<file path="config.mk">
export PLATFORM = sky130hd
export DESIGN_NAME = music_addr_ctrl_flat
export DESIGN_NICKNAME = d
export VERILOG_FILES = /design/src/rtl/music_addr_ctrl_if.sv /design/src/rtl/music_addr_ctrl.sv /design/src/flat_wrapper.sv
export SDC_FILE = /design/constraint.sdc
export NUM_CORES = 1
export LEC_CHECK = 0
export CORE_UTILIZATION = 54
export DETAILED_ROUTE_END_ITERATION = 12
export PLACE_DENSITY_LB_ADDON = 0.05
export SLEW_MARGIN = 20
export SYNTH_ARGS = -nofsm -noshare
export SYNTH_HDL_FRONTEND = slang
export SYNTH_SLANG_ARGS = --single-unit
</file>
<file path="constraint.sdc">
create_clock -name i_clk -period 4.1 [get_ports i_clk]
set_input_delay 1.025 -clock i_clk [delete_from_list [all_inputs] [get_ports i_clk]]
set_output_delay 1.025 -clock i_clk [all_outputs]
set_load 0.005 [all_outputs]
</file>
<file path="src/rtl/music_addr_ctrl_if.sv">
// ---------------------------------------------------------------------------
// music_addr_ctrl_if
// Avalon-MM read-only bus between the song address controller and the flash.
//   flash_mem_read          master -> slave  read request
//   flash_mem_address       master -> slave  word address (ADDR_W bits)
//   flash_mem_byteenable    master -> slave  byte enables (always all ones)
//   flash_mem_waitrequest   slave -> master  stall, request must be held
//   flash_mem_readdata      slave -> master  {sample_hi[15:0], sample_lo[15:0]}
//   flash_mem_readdatavalid slave -> master  readdata valid this cycle
// ---------------------------------------------------------------------------
interface music_addr_ctrl_if #(
  parameter int ADDR_W = 23
) ();
  logic              flash_mem_read;
  logic [ADDR_W-1:0] flash_mem_address;
  logic [3:0]        flash_mem_byteenable;
  logic              flash_mem_waitrequest;
  logic [31:0]       flash_mem_readdata;
  logic              flash_mem_readdatavalid;

  modport master (
    output flash_mem_read,
    output flash_mem_address,
    output flash_mem_byteenable,
    input  flash_mem_waitrequest,
    input  flash_mem_readdata,
    input  flash_mem_readdatavalid
  );

  modport slave (
    input  flash_mem_read,
    input  flash_mem_address,
    input  flash_mem_byteenable,
    output flash_mem_waitrequest,
    output flash_mem_readdata,
    output flash_mem_readdatavalid
  );
endinterface

</file>
<file path="src/rtl/music_addr_ctrl.sv">
// ---------------------------------------------------------------------------
// music_addr_ctrl
// Walks a song stored in flash one 32-bit word at a time and hands one 8-bit
// sample (upper byte of a 16-bit sample) to the audio path per sample tick.
// Each word carries two samples; the word is fetched on the first tick and
// the second sample is served from a latch on the next tick, after which the
// address steps forward or backward with wrap-around at both song ends.
// Ports:
//   i_clk           system clock
//   i_reset         synchronous active-high reset
//   i_sample_tick   one-cycle pulse at the audio sample rate
//   i_increment     1 = forward, 0 = backward
//   i_pause         1 = ignore sample ticks
//   i_restart       level; return to ADDR_FIRST (deferred while a read is open)
//   flash           Avalon-MM read master (music_addr_ctrl_if.master)
//   o_audio_data    current 8-bit sample, held between pulses
//   o_audio_valid   one-cycle pulse when o_audio_data is updated
// ---------------------------------------------------------------------------
module music_addr_ctrl #(
  parameter int                ADDR_W     = 23,
  parameter logic [ADDR_W-1:0] ADDR_FIRST = 23'h0,
  parameter logic [ADDR_W-1:0] ADDR_LAST  = 23'h7FFFF
) (
  input  logic                     i_clk,
  input  logic                     i_reset,
  input  logic                     i_sample_tick,
  input  logic                     i_increment,
  input  logic                     i_pause,
  input  logic                     i_restart,
  music_addr_ctrl_if.master        flash,
  output logic [7:0]               o_audio_data,
  output logic                     o_audio_valid
);

  typedef enum logic [1:0] {
    ST_IDLE      = 2'd0,
    ST_FETCH     = 2'd1,
    ST_WAIT_DATA = 2'd2
  } state_t;

  state_t            r_state;
  state_t            w_state_nxt;
  logic [ADDR_W-1:0] r_addr;
  logic [ADDR_W-1:0] w_addr_nxt;
  logic              r_half_pending;
  logic              w_half_nxt;
  logic              r_restart_pending;
  logic              w_restart_nxt;
  logic [7:0]        r_second;       // second sample of the latched word
  logic [7:0]        w_second_nxt;
  logic [7:0]        r_audio;
  logic [7:0]        w_audio_nxt;
  logic              r_audio_valid;
  logic              w_audio_valid_nxt;
  logic              r_read;

  // Neighbouring word address with wrap at both ends of the song.
  function automatic logic [ADDR_W-1:0] step_addr(input logic [ADDR_W-1:0] a,
                                                   input logic              fwd);
    logic [ADDR_W-1:0] n;
    if (fwd) begin
      if (a == ADDR_LAST) n = ADDR_FIRST;
      else                n = a + {{(ADDR_W-1){1'b0}}, 1'b1};
    end else begin
      if (a == ADDR_FIRST) n = ADDR_LAST;
      else                 n = a - {{(ADDR_W-1){1'b0}}, 1'b1};
    end
    return n;
  endfunction

  // FSM state register.
  always_ff @(posedge i_clk) begin
    if (i_reset) r_state <= ST_IDLE;
    else         r_state <= w_state_nxt;
  end

  // Next-state and next-datapath logic; restart always beats a tick.
  always_comb begin
    w_state_nxt       = r_state;
    w_addr_nxt        = r_addr;
    w_half_nxt        = r_half_pending;
    w_restart_nxt     = r_restart_pending;
    w_second_nxt      = r_second;
    w_audio_nxt       = r_audio;
    w_audio_valid_nxt = 1'b0;
    case (r_state)
      ST_IDLE: begin
        if (i_restart) begin
          w_addr_nxt = ADDR_FIRST;
          w_half_nxt = 1'b0;
        end else if (i_sample_tick && !i_pause) begin
          if (r_half_pending) begin
            // Serve the latched half, then move on using the current direction.
            w_audio_nxt       = r_second;
            w_audio_valid_nxt = 1'b1;
            w_half_nxt        = 1'b0;
            w_addr_nxt        = step_addr(r_addr, i_increment);
          end else begin
            w_state_nxt = ST_FETCH;
          end
        end else begin
          w_state_nxt = ST_IDLE;
        end
      end
      ST_FETCH: begin
        // The request must stay up while stalled, so restart is only remembered.
        if (i_restart) w_restart_nxt = 1'b1;
        else           w_restart_nxt = r_restart_pending;
        if (!flash.flash_mem_waitrequest) w_state_nxt = ST_WAIT_DATA;
        else                              w_state_nxt = ST_FETCH;
      end
      ST_WAIT_DATA: begin
        if (i_restart) w_restart_nxt = 1'b1;
        else           w_restart_nxt = r_restart_pending;
        if (flash.flash_mem_readdatavalid) begin
          w_state_nxt = ST_IDLE;
          if (r_restart_pending || i_restart) begin
            // Word arrived for an abandoned position: drop it silently.
            w_addr_nxt    = ADDR_FIRST;
            w_half_nxt    = 1'b0;
            w_restart_nxt = 1'b0;
          end else begin
            // Direction at arrival fixes the order of both halves of this word.
            if (i_increment) begin
              w_audio_nxt  = flash.flash_mem_readdata[15:8];
              w_second_nxt = flash.flash_mem_readdata[31:24];
            end else begin
              w_audio_nxt  = flash.flash_mem_readdata[31:24];
              w_second_nxt = flash.flash_mem_readdata[15:8];
            end
            w_audio_valid_nxt = 1'b1;
            w_half_nxt        = 1'b1;
          end
        end else begin
          w_state_nxt = ST_WAIT_DATA;
        end
      end
      default: begin
        w_state_nxt = ST_IDLE;
      end
    endcase
  end

  // Datapath and registered bus/audio outputs.
  always_ff @(posedge i_clk) begin
    if (i_reset) begin
      r_addr            <= ADDR_FIRST;
      r_half_pending    <= 1'b0;
      r_restart_pending <= 1'b0;
      r_second          <= 8'h00;
      r_audio           <= 8'h00;
      r_audio_valid     <= 1'b0;
      r_read            <= 1'b0;
    end else begin
      r_addr            <= w_addr_nxt;
      r_half_pending    <= w_half_nxt;
      r_restart_pending <= w_restart_nxt;
      r_second          <= w_second_nxt;
      r_audio           <= w_audio_nxt;
      r_audio_valid     <= w_audio_valid_nxt;
      r_read            <= (w_state_nxt == ST_FETCH);
    end
  end

  assign flash.flash_mem_read       = r_read;
  assign flash.flash_mem_address    = r_addr;
  assign flash.flash_mem_byteenable = 4'hF;
  assign o_audio_data               = r_audio;
  assign o_audio_valid              = r_audio_valid;

endmodule

</file>
<file path="src/flat_wrapper.sv">
// flat-port wrapper written by rule: the top's interface ports become plain ports
module music_addr_ctrl_flat 
#(
  parameter int                ADDR_W     = 23,
  parameter logic [ADDR_W-1:0] ADDR_FIRST = 23'h0,
  parameter logic [ADDR_W-1:0] ADDR_LAST  = 23'h7FFFF
)
  (i_clk, i_reset, i_sample_tick, i_increment, i_pause, i_restart, o_audio_data, o_audio_valid, flash_flash_mem_read, flash_flash_mem_address, flash_flash_mem_byteenable, flash_flash_mem_waitrequest, flash_flash_mem_readdata, flash_flash_mem_readdatavalid);
  music_addr_ctrl_if #(.ADDR_W(ADDR_W)) flash_i ();
  input  logic i_clk;
  input  logic i_reset;
  input  logic i_sample_tick;
  input  logic i_increment;
  input  logic i_pause;
  input  logic i_restart;
  output logic [7:0] o_audio_data;
  output logic o_audio_valid;
  output wire logic [$bits(flash_i.flash_mem_read)-1:0] flash_flash_mem_read;
  output wire logic [$bits(flash_i.flash_mem_address)-1:0] flash_flash_mem_address;
  output wire logic [$bits(flash_i.flash_mem_byteenable)-1:0] flash_flash_mem_byteenable;
  input wire logic [$bits(flash_i.flash_mem_waitrequest)-1:0] flash_flash_mem_waitrequest;
  input wire logic [$bits(flash_i.flash_mem_readdata)-1:0] flash_flash_mem_readdata;
  input wire logic [$bits(flash_i.flash_mem_readdatavalid)-1:0] flash_flash_mem_readdatavalid;
  assign flash_flash_mem_read = flash_i.flash_mem_read;
  assign flash_flash_mem_address = flash_i.flash_mem_address;
  assign flash_flash_mem_byteenable = flash_i.flash_mem_byteenable;
  assign flash_i.flash_mem_waitrequest = flash_flash_mem_waitrequest;
  assign flash_i.flash_mem_readdata = flash_flash_mem_readdata;
  assign flash_i.flash_mem_readdatavalid = flash_flash_mem_readdatavalid;
  music_addr_ctrl #(.ADDR_W(ADDR_W), .ADDR_FIRST(ADDR_FIRST), .ADDR_LAST(ADDR_LAST)) u_core (.i_clk(i_clk), .i_reset(i_reset), .i_sample_tick(i_sample_tick), .i_increment(i_increment), .i_pause(i_pause), .i_restart(i_restart), .flash(flash_i), .o_audio_data(o_audio_data), .o_audio_valid(o_audio_valid));
endmodule
</file>
## After elaboration in Yosys (flattened, before gate mapping)

Index checks and enable logic that the tools add are counted.

- Register bits: 45
- Input bits: 40
- Word-level logic and storage cells: 71
- Output and inout bits: 37

- $add $sub $neg: 2
- Eq/ne operators: 12
- Muxes and demuxes: 37
- Bitwise operators: 1
- Reduce and logical (&&, ||, !) cells: 11

Operators with widths:

| kind | number |
|---|---|
| $mux W23 | 8 |
| $mux W8 | 7 |
| $pmux W23 S2 | 1 |
| $add A23 B1 Y23 const B | 1 |
| $eq A23 B19 Y1 const B | 1 |
| $logic_not A23 Y1 | 1 |
| $sub A23 B1 Y23 const B | 1 |
| $pmux W8 S2 | 1 |
| $mux W1 | 11 |
| $mux W2 | 5 |
| $ne A2 B1 Y1 const B | 3 |
| $ne A2 B2 Y1 const B | 3 |
| $ne A3 B2 Y1 const B | 2 |
| $pmux W1 S2 | 3 |
| $pmux W2 S3 | 1 |
| $reduce_and A3 Y1 | 2 |
| $reduce_and A6 Y1 | 1 |
| $reduce_and A5 Y1 | 1 |
| $eq A2 B1 Y1 const B | 2 |
| $reduce_bool A2 Y1 | 2 |
| $eq A2 B2 Y1 const B | 1 |
| $logic_not A2 Y1 | 1 |
| $logic_and A1 B1 Y1 | 1 |
| $logic_not A1 Y1 | 1 |
| 2 further kinds | 2 |

## Depth between registers and ports, before layout

Gate-level depths: netlist (run 1).

- Depth after elaboration: 7
- Depth in mapped cells: 11
- Depth with buffers taken out: 8

## Least setup slack after synthesis (run 1)

OpenSTA, ideal clock, no wires.

- Path type: input-to-reg
- Start point: in i_restart
- End point: reg u_core.r_addr[3], in the netlist u_core.flash.flash_mem_address[3]
- Data required time: 3.974 ns
- Library setup time: 0.126 ns
- Stages: 8
- Path buffers: 2
- Slack: 1.276 ns
- Arrival time: 2.698 ns
- Cell sequence: clkbuf_1 nor2b_1 a211oi_1 nand2b_1 clkbuf_1 or4_1 o221ai_1 o31ai_1

- Word-level cells in the longest chain between the ends: 3
- Elaborated cells on any way between the ends: 7
- Those cells by class: 3 x eq/ne; 2 x mux; 2 x reduce/logical

RTL lines:

| element | line | text |
|---|---|---|
| from (decl) | flat_wrapper.sv:15 | `input logic i_restart;` |
| $logic_or A1 B1 Y1 | music_addr_ctrl.sv:117 | `if (r_restart_pending \|\| i_restart) begin` |
| $ne A2 B1 Y1 (no source line) | - |  |
| $reduce_and A5 Y1 (no source line) | - |  |
| to (signal assigned) | music_addr_ctrl.sv:155 | `r_addr <= w_addr_nxt;` |
| to (decl) | music_addr_ctrl.sv:43 | `logic [ADDR_W-1:0] r_addr;` |

Parallel ways exist; a longest one is shown, timed or not.
A chain may end at the register's enable or synchronous reset.

## Final worst setup path (run 1)

- Start point: in i_restart
- End point: reg u_core.r_addr[22], in the netlist u_core.flash.flash_mem_address[22]

The elaborated chain is that of the path after synthesis.

==> results of run 1 <==
critical path, stage by stage:
cell and delay (ps):
clkdlybuf4s50_1 550, nor2b_1 340, nor4b_1 530, o31ai_2 320, or3_2 530, a31oi_1 160
registers in the layout (all words and copies together), names as in the netlist:
| name | cells |
|---|---|
| u_core.flash.flash_mem_address | 23 |
| u_core.r_restart_pending | 1 |
| u_core.r_state | 2 |
| u_core.flash.flash_mem_read | 1 |
| u_core.r_half_pending | 1 |
| u_core.o_audio_data | 8 |
| u_core.o_audio_valid | 1 |
| u_core.r_second | 8 |
logic make-up (layout without fill, tap and decap cells):
kind of cell               after synthesis  after routing
and+or+nand+nor                        175            175
xor gates and xnor gates                10             10
adders and majority gates                7              7
buffers and inverters                   48             79
muxes                                   17             17
AOI/OAI and AO/OA                      120            120
DFF                                     45             45
other                                    1              4
area by class of cell:
type	instances	area [um2]
fill	467	1760
sequential	45	901
inverter	10	37.5
multi-input combinational	333	2140
tap	72	90.1
clock inverter	2	37.5
clock buffer	6	82.6
timing repair buffer	61	593
power by group:
group	leakage, nW	total [mW]	internal (mW)	switching [mW]
clock network	0.0574	0.362	0.198	0.164
logic	0.998	0.161	0.0704	0.0902
registers	0.363	0.451	0.445	0.00610
total	1.42	0.974	0.713	0.260
cells in the mapped netlist, types with 5 or more instances:
| cell type | n |
|---|---|
| ha_1 | 7 |
| inv_1 | 10 |
| mux2i_1 | 17 |
| xnor2_1 | 8 |
| buf_2 | 6 |
| nand2b_1 | 11 |
| nand2_1 | 23 |
| o31ai_1 | 7 |
| or4_1 | 10 |
| nor2_1 | 45 |
| nor4_1 | 9 |
| a211oi_1 | 21 |
| o21ai_0 | 20 |
| nor2b_1 | 8 |
| nand3_1 | 14 |
| a21oi_1 | 28 |
| clkbuf_1 | 22 |
| or2_2 | 6 |
| dfxtp_1 | 45 |
| nor3_1 | 15 |
| nand4_1 | 5 |
| a31oi_1 | 5 |
metrics by stage:
stage	instance area [um2]	setup WS (ps)	std cells
finish	3880	889	529
global route	3880	697	529
CTS	3880	955	529
detailed placement	3760	631	521
global placement	3760	643	521
floorplan	3250	1280	426
metal layers:
layer	wire (um)	track usage
met2	3960	0.453
met5	0	0
met1	3900	0.370
met4	235	0.116
met3	449	0.0411
layout by cell type, fill, tap and decap left out, types with 3 or more instances in the layout:
cell type,n
clkbuf_8,6
nand4_1,5
nor2b_1,8
a21oi_1,28
a21o_1,4
o31a_1,3
mux2i_1,17
ha_1,7
o31ai_1,7
o22ai_1,3
nand3b_1,4
nand2b_1,11
nor2_1,45
or4_4,3
nand3_1,14
conb_1,4
a22o_1,3
dfxtp_1,45
a221oi_1,4
or2_2,6
clkdlybuf4s50_1,55
o21ai_0,20
or4_1,10
nor3_1,15
nand2_1,23
a311oi_1,4
nor4_1,9
buf_4,5
and2_1,3
inv_1,10
and4_1,3
a211oi_1,21
or3_1,4
xnor2_1,8
a31oi_1,5
nor4b_1,3
worst paths after layout:
| check | start | end | slack, ps | depth (start not counted) |
|---|---|---|---|---|
| setup / recovery | i_restart | u_core.flash.flash_mem_address[22]$_SDFFE_PP0P_ | 890 | 6 |
| hold / removal | u_core.r_second[0]$_SDFFE_PP0P_ | u_core.r_second[0]$_SDFFE_PP0P_ | 510 | 2 |
| setup reg to reg | u_core.flash.flash_mem_address[0]$_SDFFE_PP0P_ | u_core.flash.flash_mem_address[8]$_SDFFE_PP0P_ | 1090 | 8 |
| hold reg to reg | u_core.r_second[0]$_SDFFE_PP0P_ | u_core.r_second[0]$_SDFFE_PP0P_ | 510 | 2 |
==> metrics.txt, run 1 <==
maximum clock path buffer count 2; ys async rst share 0; core footprint 5640 um2; Syn Inst Count 423; Worst Skew ~3.4 ps; Layout area overhead 19.9%; Hold Path Class reg2reg; unrepaired setup endpoints after global routing false; RePlAce Congestion between 0.8 and 0.9; fin nets just over 500; port buffer count 56; crit path kind in2reg; P per Cell Area around 250 nW/um2; Area contributors post-synth dfxtp_1, mux2i_1, nor2_1, a211oi_1, a21oi_1; level count of the clock H-tree 2; width of the chip 79.4 um; row count 27; total power between 0.9 and 1 mW; Fmax achieved around 0.31 GHz; post-synthesis simple-gate area fraction 0.294; post-CTS sizing 0; Synth Area in XOR/XNOR 0.0270; status completed; Diodes inserted 0; Routed WL approximately 8500 um; Synth Area in Compound Gates 0.255; Slew Limit Fails 0; main combinational cell family by area after synthesis simple AND/OR/NAND/NOR gates; Max VDD drop 0.162 mV; Die ar. between 6000 and 7000 um2; vias in the first global route 3000; Post-synth EDFFs 0; Die Span Y 79.4 um; TritonCTS clock tree yes; routed wire length per instance approximately 16 um; Util after Layout 0.688; Slew Limit Headroom 0.395; Finish-stage setup viols 0; Vias/cell 6.41; antenna violations before repair 0; worst endpoint required time roughly 4300 ps; via count 3391; post-CTS setup buffers 0; leakage 1.42 nW; Worst Setup End Kind flip-flop; final period utilization 0.783; Yosys top cell area share 0.278; DRT Pass-1 Iters 5; Worst-Margin Slew just over 900 ps; HPWL Detailed 5960 um; ANT nets after route 0; multiplexer area fraction after synthesis 0.0526; Final Critical Period about 3200 ps; Adder-Cell Fraction of Synth Area 0.0270; Synth warnings 0; Final Hold Viols 0; Post-Syn Area per Cell between 7 and 8 um2; Root Driver clkbuf_8; io pins between 70 and 80; drt initial violations between 300 and 400; post-synthesis sequential area ratio 0.278; CTS Buf Count 5; GRT Total Usage 0.280; fraction of layout cells with a size suffix above 1 0.0744; Hold Buf Count CTS 0; max-cap viol count 0; Reg clk slew, reported paths ~90 ps; clock latency on the worst-skew pair around 300 ps; Hold Slack 506 ps; Distinct cells, synth 60; initial core utilization 0.574; largest net degree at the start of global routing 33; grt total ovfl 0; Sinks on Clock Net 45; crit path DAT 3450 ps; Mapped Area 3240 um2; register bit count reported by yosys 45; first-pass GRT wire length approximately 14000 um; CP startpoint kind input port; worst-path maximum fanout 11; DRC Markers 0; main flop type after synthesis dfxtp_1; post-synth top area cell dfxtp_1; setup TNS 0 ps
(Power assumes the default switching activity.)
==> run 2: changes to the inputs <==
--- a/config.mk
+++ b/config.mk
@@ -5,7 +5,7 @@
 export SDC_FILE = /design/constraint.sdc
 export NUM_CORES = 1
 export LEC_CHECK = 0
-export CORE_UTILIZATION = 54
+export CORE_UTILIZATION = 46
 export DETAILED_ROUTE_END_ITERATION = 12
 export PLACE_DENSITY_LB_ADDON = 0.05
 export SLEW_MARGIN = 20
==> constraint.sdc (replaced) <==
create_clock -name i_clk -period 2.7 [get_ports i_clk]
set_input_delay 0.675 -clock i_clk [delete_from_list [all_inputs] [get_ports i_clk]]
set_output_delay 0.675 -clock i_clk [all_outputs]
set_load 0.005 [all_outputs]
==> metrics.txt, run 2 (same netlist as run 1, synthesis figures left out) <==
TritonCTS clock tree yes; r2r endpoint u_core.flash.flash_mem_address[8]$_SDFFE_PP0P_; most common cell after layout, fill and taps aside clkdlybuf4s50_1; CTS Buf Count 5; unrepaired setup endpoints after global routing false; post-CTS setup buffers 0; crit path DAT between 2000 and 3000 ps; routed wire length per instance between 15 and 20 um; dpl cells about 600; vias in the first global route between 3000 and 4000; Final Hold Viols 0; sw frac 0.279; io pins 77; Worst path slowest cell o31ai_2; fraction of layout cells with a size suffix above 1 0.149; Psw between 0.4 and 0.5 mW; DRC Markers 0; leakage approximately 1.6 nW; most frequent cells in the layout clkdlybuf4s50_1, nor2_1, buf_4, dfxtp_1, a21oi_1; Pint roughly 1.1 mW; fin nets 543; final period utilization 0.920; Clock Power Share 0.366; width of the chip 85.9 um; drt initial violations approximately 230; worst-path maximum fanout 13; Hold Path End u_core.o_audio_data[5]$_SDFFE_PP0P_; critical-path cell list ha_1 -> nand3_1 -> or2_2 -> o31ai_2 -> buf_4 -> a21oi_1 -> a21o_1 -> a22o_1; Non-Filler Instances ~590; Slew Limit Headroom 0.269; Hold Path Class reg2reg; setup TNS 0 ps; level count of the clock H-tree 2; row count 30; Slew Limit Fails 0; core footprint slightly below 7000 um2; Routed WL 9170 um; met3 wire length approximately 500 um; top sig layer met4; slowest stage delay, CP 510 ps; DRT Pass-1 Iters 5; Worst Setup End Kind flip-flop; ANT nets after route 0; Logic pwr share 0.181; Worst Skew just over 3 ps; largest net degree at the start of global routing 33; Fmax achieved between 0.4 and 0.5 GHz; reg-to-reg startpoint u_core.flash.flash_mem_address[1]$_SDFFE_PP0P_; Die Span Y approximately 86 um; cell count of the worst hold path 2; CP startpoint kind flip-flop; worst endpoint required time a little under 3000 ps; Hold Buf Count CTS 0; Die ar. approximately 7400 um2; maximum clock path buffer count 2; clock latency on the worst-skew pair 310 ps; crit path from u_core.flash.flash_mem_address[1]$_SDFFE_PP0P_; Worst-Margin Slew about 1100 ps; initial core utilization 0.477; sequential share of power 0.452; Hold Slack ~490 ps; Sinks on Clock Net between 40 and 50; crit path kind reg2reg; via count around 3500; crit-path leading delay family compound AO/OA/AOI/OAI gates; status completed; post-CTS sizing 0; Diodes inserted 0; Reg clk slew, reported paths about 100 ps; HPWL Detailed around 6700 um; Metal-1 WL between 4000 and 5000 um; GRT Total Usage 0.260; RePlAce Congestion 0.929; P per Cell Area about 360 nW/um2; depth of the most critical reg-to-reg path 8; Vias/cell between 5 and 6; routed length on met2 approximately 4300 um; R2R Setup Slk 220 ps; antenna violations before repair 0; Util after Layout 0.620; Finish-stage setup viols 0; Root Driver clkbuf_8; Bufs and invs on worst path 1; min-delay src u_core.o_audio_data[5]$_SDFFE_PP0P_; max reg flops 23; final instance area 4210 um2; Max VDD drop 0.197 mV; Layout area overhead 30.0%; Area after DPL about 4100 um2; Final Critical Period between 2000 and 2500 ps; first-pass GRT wire length 15500 um; port buffer count 56; max-cap viol count 0; grt total ovfl 0
## run 2: cell types whose count changed in the layout (fill, tap and decap cells not counted)
| cell | previous run | this run |
|---|---|---|
| buf_4 | 5 | 45 |
| clkbuf_8 | 6 | 5 |
| clkinvlp_4 | 1 | 0 |
| inv_6 | 0 | 2 |
## run 2: layer usage
layer | GRT usage | vias to the layer above
li1 | - | 1709
met1 | 0.348 | 1614
met2 | 0.425 | 151
met3 | 0.0366 | 25
met4 | 0.0955 | 0
met5 | 0 | -
## run 2: worst register-to-register path: cells and delay by family (launching register included)
kind / cells / cell delay [ps]
buf+inv: 1 / 310
flops: 1 / 390
fa+ha+maj: 1 / 210
compound gates: 4 / 940
simple gates: 2 / 540
## run 2: power groups by stage
stage | combinational (mW) | sequential [mW] | clock, mW
floorplan | 0.157 | 0.697 | 0
global placement | 0.267 | 0.698 | 0
detailed placement | 0.272 | 0.698 | 0
CTS | 0.273 | 0.683 | 0.566
global route | 0.303 | 0.685 | 0.587
finish | 0.274 | 0.683 | 0.553
## run 2: area by class of cell
class                   instances  area [um2]
clock inverters                 3        47.5
fillers                       648        2580
clock buffers                   5        68.8
inverters                      10        37.5
flip-flops and latches         45         901
repair buffers                101         893
well taps                      96         120
multi-input cells             333        2140
## run 2: through the flow
step           setup slack, ps  power [mW]
4_1_cts                    212        1.52
6_report                   217        1.51
3_3_place_gp             -22.1       0.965
5_1_grt                   19.8        1.57
2_1_floorplan              226       0.855
3_5_place_dp             -18.6       0.970
## run 2: worst max path at each step
stage | end | slack [ps] | cells after the start
6_report | u_core.flash.flash_mem_address[8]$_SDFFE_PP0P_ | 220 | 8
5_1_grt | u_core.flash.flash_mem_address[8]$_SDFFE_PP0P_ | 20 | 8
4_1_cts | u_core.flash.flash_mem_address[8]$_SDFFE_PP0P_ | 210 | 8
3_5_place_dp | u_core.flash.flash_mem_address[3]$_SDFFE_PP0P_ | -20 | 8
3_3_place_gp | u_core.flash.flash_mem_address[21]$_SDFFE_PP0P_ | -20 | 9
2_1_floorplan | u_core.flash.flash_mem_address[3]$_SDFFE_PP0P_ | 230 | 8
==> run 3: changes to the inputs <==
--- a/config.mk
+++ b/config.mk
@@ -5,7 +5,7 @@
 export SDC_FILE = /design/constraint.sdc
 export NUM_CORES = 1
 export LEC_CHECK = 0
-export CORE_UTILIZATION = 46
+export CORE_UTILIZATION = 45
 export DETAILED_ROUTE_END_ITERATION = 12
 export PLACE_DENSITY_LB_ADDON = 0.05
 export SLEW_MARGIN = 20
==> metrics.txt, run 3 (same netlist as run 1, synthesis figures left out) <==
Slew Limit Headroom 0.432; Root Driver clkbuf_8; Worst Setup End Kind flip-flop; Die ar. around 7500 um2; Routed WL between 9000 and 10000 um; total power 1.44 mW; post-CTS sizing 0; worst-path maximum fanout 12; status completed; FILL cells 660; CP startpoint kind flip-flop; Sinks on Clock Net 45; fin nets between 500 and 600; Final Hold Viols 0; maximum clock path buffer count 2; drt initial violations between 300 and 400; DRT Pass-1 Iters 5; row count 30; Finish-stage setup viols 0; max reg flops 23; depth of the most critical reg-to-reg path 7; crit path DAT 2830 ps; RePlAce Congestion between 0.9 and 1; Worst Skew around 10 ps; leakage between 1.5 and 2 nW; Die Span Y roughly 87 um; area of the multi-input gates around 2100 um2; clock latency on the worst-skew pair ~320 ps; DRC Markers 0; initial core utilization 0.471; CTS Buf Count 5; Slew Limit Fails 0; most frequent cells in the layout clkdlybuf4s50_1, buf_4, nor2_1, dfxtp_1, a21oi_1; Place WS -20.2 ps; Reg clk slew, reported paths 90 ps; worst endpoint required time 2910 ps; TritonCTS clock tree yes; Diodes inserted 0; Util after Layout 0.612; cell count of the worst hold path 2; final period utilization 0.971; first-pass GRT wire length between 15000 and 20000 um; register area 901 um2; Hold Path Class reg2reg; Max VDD drop roughly 0.20 mV; GRT Total Usage 0.255; core footprint approximately 7000 um2; vias in the first global route between 3000 and 4000; grt total ovfl 0; fraction of layout cells with a size suffix above 1 0.153; HPWL Detailed between 6000 and 7000 um; width of the chip approximately 87 um; R2R Setup Slk just under 80 ps; Setup WS post-layout just under 80 ps; Vias/cell just under 6; max-cap viol count 0; largest net degree at the start of global routing 33; routed wire length per instance 15.3 um; unrepaired setup endpoints after global routing false; crit path kind reg2reg; Layout area overhead 29.9%; P per Cell Area 342 nW/um2; antenna violations before repair 0; via count 3524; most common cell after layout, fill and taps aside clkdlybuf4s50_1; port buffer count 56; Fmax achieved about 0.38 GHz; Final Critical Period about 2600 ps; post-CTS setup buffers 0; level count of the clock H-tree 2; ANT nets after route 0; io pins just under 80; Worst-Margin Slew 845 ps; Hold Buf Count CTS 0
## run 3: metrics by stage
stage | hold slack, ps | TNS (ps) | std cells | cell area, um2
CTS | 499 | 0 | 594 | 4200
global placement | 474 | 0 | 586 | 4100
detailed placement | 479 | -20.2 | 586 | 4100
floorplan | 478 | 0 | 426 | 3250
finish | 492 | 0 | 594 | 4210
global route | 527 | 0 | 594 | 4210
## run 3: critical path: stages (launching register included)
cell,delay [ps]
dfxtp_1,350
ha_1,210
nand3_1,240
or2_2,380
buf_4,180
o31ai_1,730
nor3_1,130
o221a_2,300
## run 3: layer usage
layer / track usage / vias up / share of wire / wire length [um]
met4: 0.0894 / 0 / 0.019 / 171
met5: 0 / - / 0 / 0
met1: 0.332 / 1634 / 0.44 / 4030
met3: 0.0324 / 25 / 0.062 / 568
li1: - / 1719 / - / -
met2: 0.432 / 146 / 0.48 / 4350
## run 3: worst paths after layout
| kind | from | end |
|---|---|---|
| worst min register to register | u_core.o_audio_data[5]$_SDFFE_PP0P_ | u_core.o_audio_data[5]$_SDFFE_PP0P_ |
| worst min-delay path | u_core.o_audio_data[5]$_SDFFE_PP0P_ | u_core.o_audio_data[5]$_SDFFE_PP0P_ |
| worst max register to register | u_core.flash.flash_mem_address[1]$_SDFFE_PP0P_ | u_core.flash.flash_mem_address[12]$_SDFFE_PP0P_ |
| worst max-delay path | u_core.flash.flash_mem_address[1]$_SDFFE_PP0P_ | u_core.flash.flash_mem_address[12]$_SDFFE_PP0P_ |
## run 3: power by group
part           internal (mW)  switching, mW
clock network          0.213          0.266
registers              0.675        0.00756
logic                  0.132          0.144
## run 3: area by class of cell
| class | instances | area share |
|---|---|---|
| multi-input combinational | 333 | 0.510 |
| inverter | 10 | 0.00893 |
| clock inverter | 2 | 0.00417 |
| timing repair buffer | 102 | 0.214 |
| clock buffer | 6 | 0.0196 |
| tap | 96 | 0.0286 |
| sequential | 45 | 0.214 |
